## config.mk

```make
export PLATFORM = sky130hd
export DESIGN_NAME = serial_word_rx_flat
export DESIGN_NICKNAME = d
export VERILOG_FILES = /design/src/rtl/serial_link_pkg.sv /design/src/rtl/serial_word_rx_if.sv /design/src/rtl/serial_word_rx_out_buffer.sv /design/src/rtl/serial_word_rx.sv /design/src/flat_wrapper.sv
export SDC_FILE = /design/constraint.sdc
export NUM_CORES = 1
export LEC_CHECK = 0
export CAP_MARGIN = 20
export CORE_AREA = 2 2 42 44
export CTS_CLUSTER_SIZE = 10
export DETAILED_ROUTE_END_ITERATION = 10
export DIE_AREA = 0 0 44 46
export GPL_TIMING_DRIVEN = 0
export HOLD_SLACK_MARGIN = 0.05
export PLACE_DENSITY = 0.67
export SYNTH_ARGS = -nofsm -noshare
export SYNTH_HDL_FRONTEND = slang
export SYNTH_SLANG_ARGS = --single-unit
```

## constraint.sdc

```tcl
create_clock -name clock -period 1.25 [get_ports clock]
set_input_delay 0.25 -clock clock [delete_from_list [all_inputs] [get_ports clock]]
set_output_delay 0.25 -clock clock [all_outputs]
set_load 0.01 [all_outputs]
```

## src/rtl/serial_link_pkg.sv

```systemverilog
// Shared definitions for the 4-bit shift-register serial link (transmitter and
// receiver sides): FSM state encoding, default word width and parity sense.
package serial_link_pkg;

  localparam int   DEFAULT_WIDTH = 4;
  localparam logic EVEN_PARITY   = 1'b0;  // XOR of data and parity bit must equal this

  typedef enum logic [1:0] {
    IDLE = 2'd0,
    DATA = 2'd1,
    PAR  = 2'd2
  } link_state_t;

endpackage

```

## src/rtl/serial_word_rx_if.sv

```systemverilog
// Bus between the serial word receiver and its surroundings.
//   si, si_valid, clear, q_ready : toward the receiver
//   Q, q_valid, busy, bit_cnt, overrun, parity_err : from the receiver
// master = stimulus/consumer side, slave = receiver.
interface serial_word_rx_if
  import serial_link_pkg::*;
#(
  parameter int WIDTH = DEFAULT_WIDTH
);
  localparam int CNT_W = $clog2(WIDTH + 1);

  logic             si;
  logic             si_valid;
  logic             clear;
  logic [WIDTH-1:0] Q;
  logic             q_valid;
  logic             q_ready;
  logic             busy;
  logic [CNT_W-1:0] bit_cnt;
  logic             overrun;
  logic             parity_err;

  modport master (
    output si, si_valid, clear, q_ready,
    input  Q, q_valid, busy, bit_cnt, overrun, parity_err
  );

  modport slave (
    input  si, si_valid, clear, q_ready,
    output Q, q_valid, busy, bit_cnt, overrun, parity_err
  );

endinterface

```

## src/rtl/serial_word_rx_out_buffer.sv

```systemverilog
// serial_out_buffer: holding register for a completed word.
//   load_en/load_data : a word completed this edge
//   q_ready           : consumer accepts q when q_valid is also high
//   clear             : drops the sticky overrun flag (q/q_valid untouched)
//   q, q_valid        : held word and its valid flag
//   overrun           : sticky, a completed word arrived while q was unconsumed
module serial_out_buffer #(
  parameter int WIDTH = 4
) (
  input  logic             clock,
  input  logic             reset,
  input  logic             clear,
  input  logic             load_en,
  input  logic [WIDTH-1:0] load_data,
  input  logic             q_ready,
  output logic [WIDTH-1:0] q,
  output logic             q_valid,
  output logic             overrun
);

  always_ff @(posedge clock or posedge reset) begin
    if (reset) begin
      q       <= '0;
      q_valid <= 1'b0;
      overrun <= 1'b0;
    end else begin
      if (load_en) begin
        // Empty slot, or slot being drained on this same edge: take the word.
        if (!q_valid || q_ready) begin
          q       <= load_data;
          q_valid <= 1'b1;
        end else begin
          overrun <= 1'b1;
        end
      end else if (q_valid && q_ready) begin
        q_valid <= 1'b0;
      end
      // load_en is never raised together with clear, so this cannot race a set.
      if (clear) overrun <= 1'b0;
    end
  end

endmodule

```

## src/rtl/serial_word_rx.sv

```systemverilog
// serial_word_rx: LSB-first deserializer with a double-buffered output.
// Ports: clock, reset (async, active-high), bus (serial_word_rx_if.slave).
// Build option: SERIAL_WORD_RX_PARITY_CHECK_EN adds a trailing even-parity bit
// per word; failing words are discarded with a one-cycle parity_err pulse.
module serial_word_rx
  import serial_link_pkg::*;
#(
  parameter int WIDTH = DEFAULT_WIDTH
) (
  input  logic                  clock,
  input  logic                  reset,
  serial_word_rx_if.slave       bus
);

  localparam int CNT_W = $clog2(WIDTH + 1);
  localparam logic [CNT_W-1:0] LAST_CNT = CNT_W'(WIDTH - 1);

  link_state_t      state_q, state_d;
  logic [WIDTH-1:0] sr_q, sr_d, shifted, load_word;
  logic [CNT_W-1:0] cnt_q, cnt_d;
  logic             load_en;
  logic [WIDTH-1:0] q_w;
  logic             q_valid_w, overrun_w;

  // Transmitter shifts right, so each new bit enters at the MSB.
  assign shifted = {bus.si, sr_q[WIDTH-1:1]};

`ifdef SERIAL_WORD_RX_PARITY_CHECK_EN
  logic perr_q, perr_d;
`endif

  always_ff @(posedge clock or posedge reset) begin
    if (reset) begin
      state_q <= IDLE;
      sr_q    <= '0;
      cnt_q   <= '0;
`ifdef SERIAL_WORD_RX_PARITY_CHECK_EN
      perr_q  <= 1'b0;
`endif
    end else begin
      state_q <= state_d;
      sr_q    <= sr_d;
      cnt_q   <= cnt_d;
`ifdef SERIAL_WORD_RX_PARITY_CHECK_EN
      perr_q  <= perr_d;
`endif
    end
  end

  always_comb begin
    state_d   = state_q;
    sr_d      = sr_q;
    cnt_d     = cnt_q;
    load_en   = 1'b0;
    load_word = sr_q;
`ifdef SERIAL_WORD_RX_PARITY_CHECK_EN
    perr_d    = 1'b0;
`endif
    if (bus.clear) begin
      state_d = IDLE;
      sr_d    = '0;
      cnt_d   = '0;
    end else begin
      case (state_q)
        IDLE: if (bus.si_valid) begin
          sr_d    = shifted;
          cnt_d   = CNT_W'(1);
          state_d = DATA;
        end
        DATA: if (bus.si_valid) begin
          sr_d = shifted;
          if (cnt_q == LAST_CNT) begin
`ifdef SERIAL_WORD_RX_PARITY_CHECK_EN
            cnt_d   = CNT_W'(WIDTH);
            state_d = PAR;
`else
            // Hand the fully shifted word over on the same edge.
            load_en   = 1'b1;
            load_word = shifted;
            cnt_d     = '0;
            state_d   = IDLE;
`endif
          end else begin
            cnt_d = cnt_q + CNT_W'(1);
          end
        end
`ifdef SERIAL_WORD_RX_PARITY_CHECK_EN
        PAR: if (bus.si_valid) begin
          if ((^{sr_q, bus.si}) == EVEN_PARITY) load_en = 1'b1;
          else                                   perr_d  = 1'b1;
          cnt_d   = '0;
          state_d = IDLE;
        end
`endif
        default: state_d = IDLE;
      endcase
    end
  end

  serial_out_buffer #(.WIDTH(WIDTH)) u_out_buf (
    .clock     (clock),
    .reset     (reset),
    .clear     (bus.clear),
    .load_en   (load_en),
    .load_data (load_word),
    .q_ready   (bus.q_ready),
    .q         (q_w),
    .q_valid   (q_valid_w),
    .overrun   (overrun_w)
  );

  assign bus.Q       = q_w;
  assign bus.q_valid = q_valid_w;
  assign bus.overrun = overrun_w;
  assign bus.busy    = (state_q != IDLE);
  assign bus.bit_cnt = cnt_q;
`ifdef SERIAL_WORD_RX_PARITY_CHECK_EN
  assign bus.parity_err = perr_q;
`else
  assign bus.parity_err = 1'b0;
`endif

endmodule
```

## src/flat_wrapper.sv

```systemverilog
// flat-port wrapper written by rule: the top's interface ports become plain ports
module serial_word_rx_flat import serial_link_pkg::*;
#(
  parameter int WIDTH = DEFAULT_WIDTH
)
  (clock, reset, bus_si, bus_si_valid, bus_clear, bus_q_ready, bus_Q, bus_q_valid, bus_busy, bus_bit_cnt, bus_overrun, bus_parity_err);
  serial_word_rx_if #(.WIDTH(WIDTH)) bus_i ();
  input  logic clock;
  input  logic reset;
  input wire logic [$bits(bus_i.si)-1:0] bus_si;
  input wire logic [$bits(bus_i.si_valid)-1:0] bus_si_valid;
  input wire logic [$bits(bus_i.clear)-1:0] bus_clear;
  input wire logic [$bits(bus_i.q_ready)-1:0] bus_q_ready;
  output wire logic [$bits(bus_i.Q)-1:0] bus_Q;
  output wire logic [$bits(bus_i.q_valid)-1:0] bus_q_valid;
  output wire logic [$bits(bus_i.busy)-1:0] bus_busy;
  output wire logic [$bits(bus_i.bit_cnt)-1:0] bus_bit_cnt;
  output wire logic [$bits(bus_i.overrun)-1:0] bus_overrun;
  output wire logic [$bits(bus_i.parity_err)-1:0] bus_parity_err;
  assign bus_i.si = bus_si;
  assign bus_i.si_valid = bus_si_valid;
  assign bus_i.clear = bus_clear;
  assign bus_i.q_ready = bus_q_ready;
  assign bus_Q = bus_i.Q;
  assign bus_q_valid = bus_i.q_valid;
  assign bus_busy = bus_i.busy;
  assign bus_bit_cnt = bus_i.bit_cnt;
  assign bus_overrun = bus_i.overrun;
  assign bus_parity_err = bus_i.parity_err;
  serial_word_rx #(.WIDTH(WIDTH)) u_core (.clock(clock), .reset(reset), .bus(bus_i));
endmodule
```

## Word-level counts from Yosys, hierarchy flattened

Cells that the tools add are included.

| word-level totals | value |
|---|---|
| bits in registers | 15 |
| bits of input ports | 6 |
| output and inout port bits | 11 |
| logic and storage cells | 58 |

| cells by class | value |
|---|---|
| add/sub/neg operators | 1 |
| equal/unequal tests | 7 |
| multiplexer cells | 27 |
| reduce and logical (&&, ||, !) cells | 17 |

Operators by type and width:

| operator | count |
|---|---|
| 2-to-1 mux 4 bit | 7 |
| 2-to-1 mux 3 bit | 4 |
| 2-to-1 mux 1 bit | 10 |
| nonzero test 2 bit | 5 |
| 2-to-1 mux 2 bit | 4 |
| AND reduction 2 bit | 4 |
| inequality test 3 bit (second input constant) | 2 |
| case mux 3 bit (2 select lines) | 1 |
| AND reduction 3 bit | 2 |
| inequality test 2 bit (second input constant) | 2 |
| case mux 2 bit (2 select lines) | 1 |
| adder 3 x 1 -> 3 bit (second input constant) | 1 |
| == test 3 x 2 -> 1 bit (second input constant) | 1 |
| inequality test 3 x 2 -> 1 bit (second input constant) | 1 |
| nonzero test 3 bit | 1 |
| == test 2 x 1 -> 1 bit (second input constant) | 1 |
| logical NOT 2 bit | 1 |
| OR reduction 2 bit | 1 |
| logical AND 1 bit | 1 |
| logical NOT 1 bit | 1 |
| logical OR 1 bit | 1 |

## Depth between registers and ports, before layout

Gate-level depths: netlist of run 1.

| depth | value |
|---|---|
| depth after elaboration | 7 |
| gate-level depth with buffers | 4 |
| gate-level depth less buffers | 4 |

## By module

Synthesis of run 1 repeated with hierarchy kept, for this count alone.

| second synthesis, totals | value |
|---|---|
| cell total of the unflattened synthesis | 57 |
| area, all modules | 704.4 um2 |

By module, submodules not included:

| module | times used | cells an instance | area an instance (um2) | seq. area each (um2) |
|---|---|---|---|---|
| serial_word_rx | 1 | 40 | 444.2 | 200.2 |
| serial_out_buffer | 1 | 17 | 260.2 | 150.1 |

## Worst setup path after synthesis of run 1

OpenSTA, ideal clock, no wires.

| timing path | value |
|---|---|
| path type | reg-to-reg |
| from | register u_core.cnt_q[0], in the netlist u_core.bus.bit_cnt[0] |
| to | register u_core.u_out_buf.q[0] |
| library setup time | 0.125 ns |
| arrival time | 1.324 ns |
| data required time | 1.125 ns |
| setup slack | -0.199 ns |
| stages on the path, launching flop included | 5 |
| path buffers | 0 |
| period minus slack after synthesis | 1.449 ns |
| cells stage by stage | dfrtp_1 -> ha_1 -> and3b_2 -> and4b_4 -> mux2_4 |

| on the way | value |
|---|---|
| word-level cells in the longest chain between the ends | 6 |
| elaborated cells between the ends (all ways) | 10 |
| classes of those cells | 1 x eq/ne; 8 x mux; 1 x reduce/logical |

Ends and longest elaborated chain:

| what | RTL line | text |
|---|---|---|
| from (decl) | serial_word_rx.sv:20 | `logic [CNT_W-1:0] cnt_q, cnt_d;` |
| from (signal assigned) | serial_word_rx.sv:43 | `cnt_q <= cnt_d;` |
| == test 3 x 2 -> 1 bit * | serial_word_rx.sv:72 | `if (cnt_q == LAST_CNT) begin` |
| 2-to-1 mux 1 bit | serial_word_rx.sv:72 |  |
| 2-to-1 mux 1 bit | serial_word_rx.sv:70 | `DATA: if (bus.si_valid) begin` |
| 2-to-1 mux 1 bit | serial_word_rx.sv:64 | `case (state_q)` |
| 2-to-1 mux 1 bit | serial_word_rx.sv:59 | `if (bus.clear) begin` |
| AND reduction 2 bit (no line) | -- |  |
| to (signal assigned) | serial_word_rx_out_buffer.sv:30 | `q <= load_data;` |
| to (decl) | serial_word_rx_out_buffer.sv:16 | `output logic [WIDTH-1:0] q,` |

Every way passes the cells marked *; elsewhere a longest branch is shown, timed or not.
A chain may end at the register's enable or synchronous reset.

## Worst setup path after layout of run 1

| timing path | value |
|---|---|
| from | register u_core.cnt_q[0], in the netlist u_core.bus.bit_cnt[0] |
| to | register u_core.u_out_buf.q[3] |

The elaborated chain is that of the path after synthesis.

==> results.cfg, run 1 <==
[placement]
hpwl_um = 698
dp.cells = 79
place_congestion = 0.694
portBuffers = 15

[power_and_ir_drop]
swShare_pct = 22.5
p_seq_share_pct = 56.4
p_switching_mw = 0.175
power_mw = 0.777
internal-power_mw = 0.602
vdd_drop_max_uv = 632
power_density_mw_per_mm2 = 982
clockPowerShare_pct = 32.0
leakage_nw = 0.427
pwr-share-comb_pct = 11.6

[clock_tree]
cts_tree = built
clock_path_buffers = 2
hold_buffers = 0
path_clk_slew_ps = 80
numCtsBuffers = 3
clock_sinks = 13
insertion_delay_ps = 270
root_buffer = clkbuf_4
htree_levels = 1

[job]
maxCapViolCount = 0

[route]
via_per_inst = 4.75
routed_wl_um = 1030
firstDrtPassIters = 4
drcViolationCount = 0
ant_nets = 0
vias = 413
wl_per_cell_um = 11.8
first_iter_violations = 5

[floorplan]
coreArea_sq_mm = 0.00161
ios = 17
initial_core_util_pct = 35.5
rows = 15
die_y_um = 46
dieArea_sq_mm = 0.00202
die_x_um = 44

[sta]
slew_violations = 0
rsz0062_at_grt = yes
fin_setup_tns_ps = -756
finalSetupViolations = 5
fin_skew_ps = 3.35
post-route-min-period_ps = 1440
setup_slack_ps = -193
fmax_mhz = 693
hold_viol_final = 0
post-route-period-util_pct = 115

[finish]
area_growth_pct = 38.0
final_cells = 87
drive_gt1_share_pct = 25.7
antennaDiodeCount = 0
layout.nets = 78

[global_route]
overflow = 0
grt_usage_pct = 12.3
grt_pass1_wl_um = 1720
grt_max_degree = 14
antenna_found_initial = 0
grt_pass1_vias = 397

[synthesis]
syn_area_sq_um = 573
synthDominantCellAreaShare_pct = 56.8
synthCells = 47
yosysUniqueCellTypes = 21
ys_ff_latch = 13
syn_nets = 54
synth_seq_area_share_pct = 56.8
syn_area_per_cell_sq_um = 12.2
ys_warn_count = 0
synth.area.top_cells = dfrtp_1 57%, mux2_4 10%, mux2i_1 5.2%
yosys.area.top_type = dfrtp_1

[worst_setup_path]
critPathLaunch = u_core.bus.bit_cnt[0]
arrival_ps = 1600
r2r_slack_ps = -190
r2r_cells = 4
worst_ep_required_time_ps = 1400
r2r-end = u_core.u_out_buf.q[3]
critPathKind = reg -> reg
r2r-start = u_core.bus.bit_cnt[0]
worstSetupStartpointType = flop
critPathMaxFanout = 4
end_kind = flop

[outcome]
status = complete, but fails checks
violations = negative setup slack

[hold_path]
hp-class = in -> async
cells by family after synthesis:
group | count (synthesis) | share of synthesized area [%]
mux | 7 | 15.7
other cells | 1 | 0.654
compound gates | 5 | 5.02
buf+inv | 6 | 4.80
fa+ha+maj | 1 | 2.18
simple gates | 14 | 14.8
flops | 13 | 56.8
flip-flops by register name, indices dropped and copies added, names as in the netlist:
name,count
u_core.u_out_buf.q,4
u_core.bus.bit_cnt,3
u_core.sr_q,3
u_core.state_q,1
u_core.u_out_buf.overrun,1
u_core.u_out_buf.q_valid,1
synthesized netlist by cell type:
cell type	number
dfrtp_1	13
nor2_1	5
mux2_4	4
inv_1	3
mux2i_1	3
nand2b_1	2
nand3_1	2
o21ai_0	2
a211oi_1	1
a21oi_1	1
and3b_1	1
and3b_2	1
and4b_4	1
buf_2	1
buf_4	1
clkbuf_1	1
conb_1	1
ha_1	1
nand2_1	1
nand3b_1	1
o22ai_1	1
how the worst max path moves through the flow:
stage                                 end  slack [ps]  depth (start not counted)
finish              u_core.u_out_buf.q[3]        -190                          4
global route        u_core.u_out_buf.q[1]        -250                          4
CTS                 u_core.u_out_buf.q[3]        -200                          4
detailed placement  u_core.u_out_buf.q[2]        -410                          4
global placement    u_core.u_out_buf.q[3]        -400                          4
floorplan           u_core.u_out_buf.q[0]        -200                          4
layout by cell type (no fill, tap or decap), types with 2 or more instances in the layout:
master	n
inv_1	3
clkbuf_4	3
nand3_1	2
dfrtp_1	12
mux2_4	4
dlygate4sd2_1	9
mux2i_1	3
nand2b_1	2
o21ai_0	2
clkbuf_1	2
buf_4	5
nor2_1	5
clkdlybuf4s50_1	5
metal layers:
metal  track usage (%)  part of all wire [%]  up-vias
met1              16.1                    46      192
met3              1.19                   4.5        2
met5                 0                     0        -
met2              17.9                    47       11
met4              10.9                   2.3        0
li1                  -                     -      208
power groups by stage:
stage	sequential [mW]	clock, mW	combinational, mW
5_1_grt	0.439	0.284	0.0998
6_report	0.438	0.249	0.0901
2_1_floorplan	0.452	0	0.0377
4_1_cts	0.438	0.261	0.0869
3_5_place_dp	0.450	0	0.0791
3_3_place_gp	0.450	0	0.0779
layout make-up:
class,count,area [sq um]
fill,153,823
clock buffer,4,26.3
inverter,3,11.3
timing repair buffer,19,164
multi-input combinational,28,225
sequential,13,327
tap,17,21.3
buffer,3,16.3
metrics by stage:
stage	util [%]	setup slack, ps	hold slack, ps	area, sq um
4_1_cts	48.8	-200	306	787
6_report	49.0	-193	297	791
3_3_place_gp	46.1	-401	492	744
3_5_place_dp	46.1	-407	499	744
5_1_grt	49.0	-246	335	791
2_1_floorplan	-	-199	127	573
worst max-delay path: stages, from the launching register on:
cell and delay, ps:
dfrtp_1 390, ha_1 210, and3b_2 220, and4b_4 210, mux2_4 300
timing repair:
action / CTS / global route
resized for setup: 12 / 2
pin swaps: 1 / 0
endpoints found under the setup margin: 14 / 7
setup buffers: 3 / 1
Power figures use the tool's default switching activity.
==> inputs of run 2 (changes only) <==
SKIP_CTS_REPAIR_TIMING = 1   (was default)
==> run 2 against run 1 <==
The flow still finishes with violations (negative setup slack). Setup slack got worse by 23 ps. Final area rose by 4.3%. Critical path type unchanged. Clock power barely moved.
==> results.cfg, run 2 (synthesis gave the netlist of run 1 again) <==
[worst_setup_path]
worst_ep_required_time_ps = 1400
critPathLaunch = u_core.bus.bit_cnt[0]
worstSetupStartpointType = flop
cp-endpoint = u_core.u_out_buf.q[3]
critPathKind = reg -> reg
r2r_slack_ps = -220
r2r-start = u_core.bus.bit_cnt[0]
critPathMaxFanout = 4
arrival_ps = 1620
r2r_cells = 4
r2r-end = u_core.u_out_buf.q[3]
end_kind = flop

[finish]
layout.nets = 77
final_cell_mix = 12 x dfrtp_1, 9 x dlymetal6s2s_1, 6 x clkdlybuf4s50_1
antennaDiodeCount = 0
area_growth_pct = 43.9
final_cell_area_sq_um = 825
largest_reg_flops = 4
drive_gt1_share_pct = 24.6
fillCellCount = 149
final_common_cell = dfrtp_1
regMostFlops = u_core.u_out_buf.q
final_util_pct = 51.1

[placement]
place_congestion = 0.694
place_area_sq_um = 744
hpwl_um = 698
portBuffers = 15

[power_and_ir_drop]
power_mw = 0.775
leakage_nw = 0.534
vdd_drop_max_uv = 626
power_density_mw_per_mm2 = 940

[sta]
finalSetupViolations = 5
post-route-min-period_ps = 1470
rsz0062_at_grt = yes
post-route-period-util_pct = 117
hold_viol_final = 0
slew_violations = 0
setup_slack_ps = -216
fin_skew_ps = 3.68
fmax_mhz = 682

[route]
wl_per_cell_um = 11.5
ant_nets = 0
via_per_inst = 4.65
vias = 400
drcViolationCount = 0
firstDrtPassIters = 2
first_iter_violations = 2
routed_wl_um = 993

[outcome]
violations = negative setup slack
status = complete, but fails checks

[global_route]
grt_pass1_vias = 376
grt_usage_pct = 11.7
grt_max_degree = 14
antenna_found_initial = 0
grt_pass1_wl_um = 1640
overflow = 0

[floorplan]
dieArea_sq_mm = 0.00202
initial_core_util_pct = 35.5
ios = 17
rows = 15
die_x_um = 44
die_y_um = 46
coreArea_sq_mm = 0.00161

[clock_tree]
clock_sinks = 13
clock_path_buffers = 2
numCtsBuffers = 3
cts_tree = built
htree_levels = 1
root_buffer = clkbuf_4
insertion_delay_ps = 270
path_clk_slew_ps = 80

[job]
maxCapViolCount = 0

[hold_path]
hp-class = in -> async
[run 2: per-layer routing]
layer | vias to the layer above | share of wire [%] | global-route usage (%)
li1 | 205 | - | -
met1 | 182 | 48 | 16.1
met5 | - | 0 | 0
met2 | 11 | 45 | 15.9
met3 | 2 | 4.8 | 1.19
met4 | 0 | 2.4 | 10.9
[run 2: worst min-delay path by stage]
stage	endpoint	depth (start not counted)
finish	u_core.u_out_buf.q[0]	2
global route	u_core.u_out_buf.q[0]	2
CTS	u_core.u_out_buf.q[0]	2
detailed placement	u_core.u_out_buf.q[3]	1
global placement	u_core.u_out_buf.q[0]	1
floorplan	u_core.bus.bit_cnt[0]	1
[run 2: cell type report]
class                   count  area [sq um]  share of cell area (%)
plain buffers               3          16.3                    1.97
clock buffers               4          26.3                    3.19
inverters                   3          11.3                    1.37
multi-input cells          28           228                    27.6
flip-flops and latches     13           327                    39.6
well taps                  17          21.3                    2.58
repair buffers             18           195                    23.7
[run 2: stage by stage]
step	TNS, ps	worst slack [ps]	cells	hold WS [ps]
after floorplan	-796	-199	47	127
after global placement	-2390	-401	79	492
after detailed placement	-2470	-407	79	499
after CTS	-2860	-322	83	306
after global routing	-1380	-278	86	343
final	-1020	-216	86	300
[run 2: critical path: stages (launching register included)]
cell	delay, ps
dfrtp_1	380
ha_2	180
and3b_2	200
and4b_4	290
mux2_4	310
[run 2: power breakdown]
part	internal, mW	leakage [nW]	total [mW]	switching [mW]
combinational	0.0485	0.343	0.0888	0.0403
sequential	0.431	0.176	0.439	0.00762
clock	0.123	0.0150	0.247	0.124
total	0.603	0.534	0.775	0.172
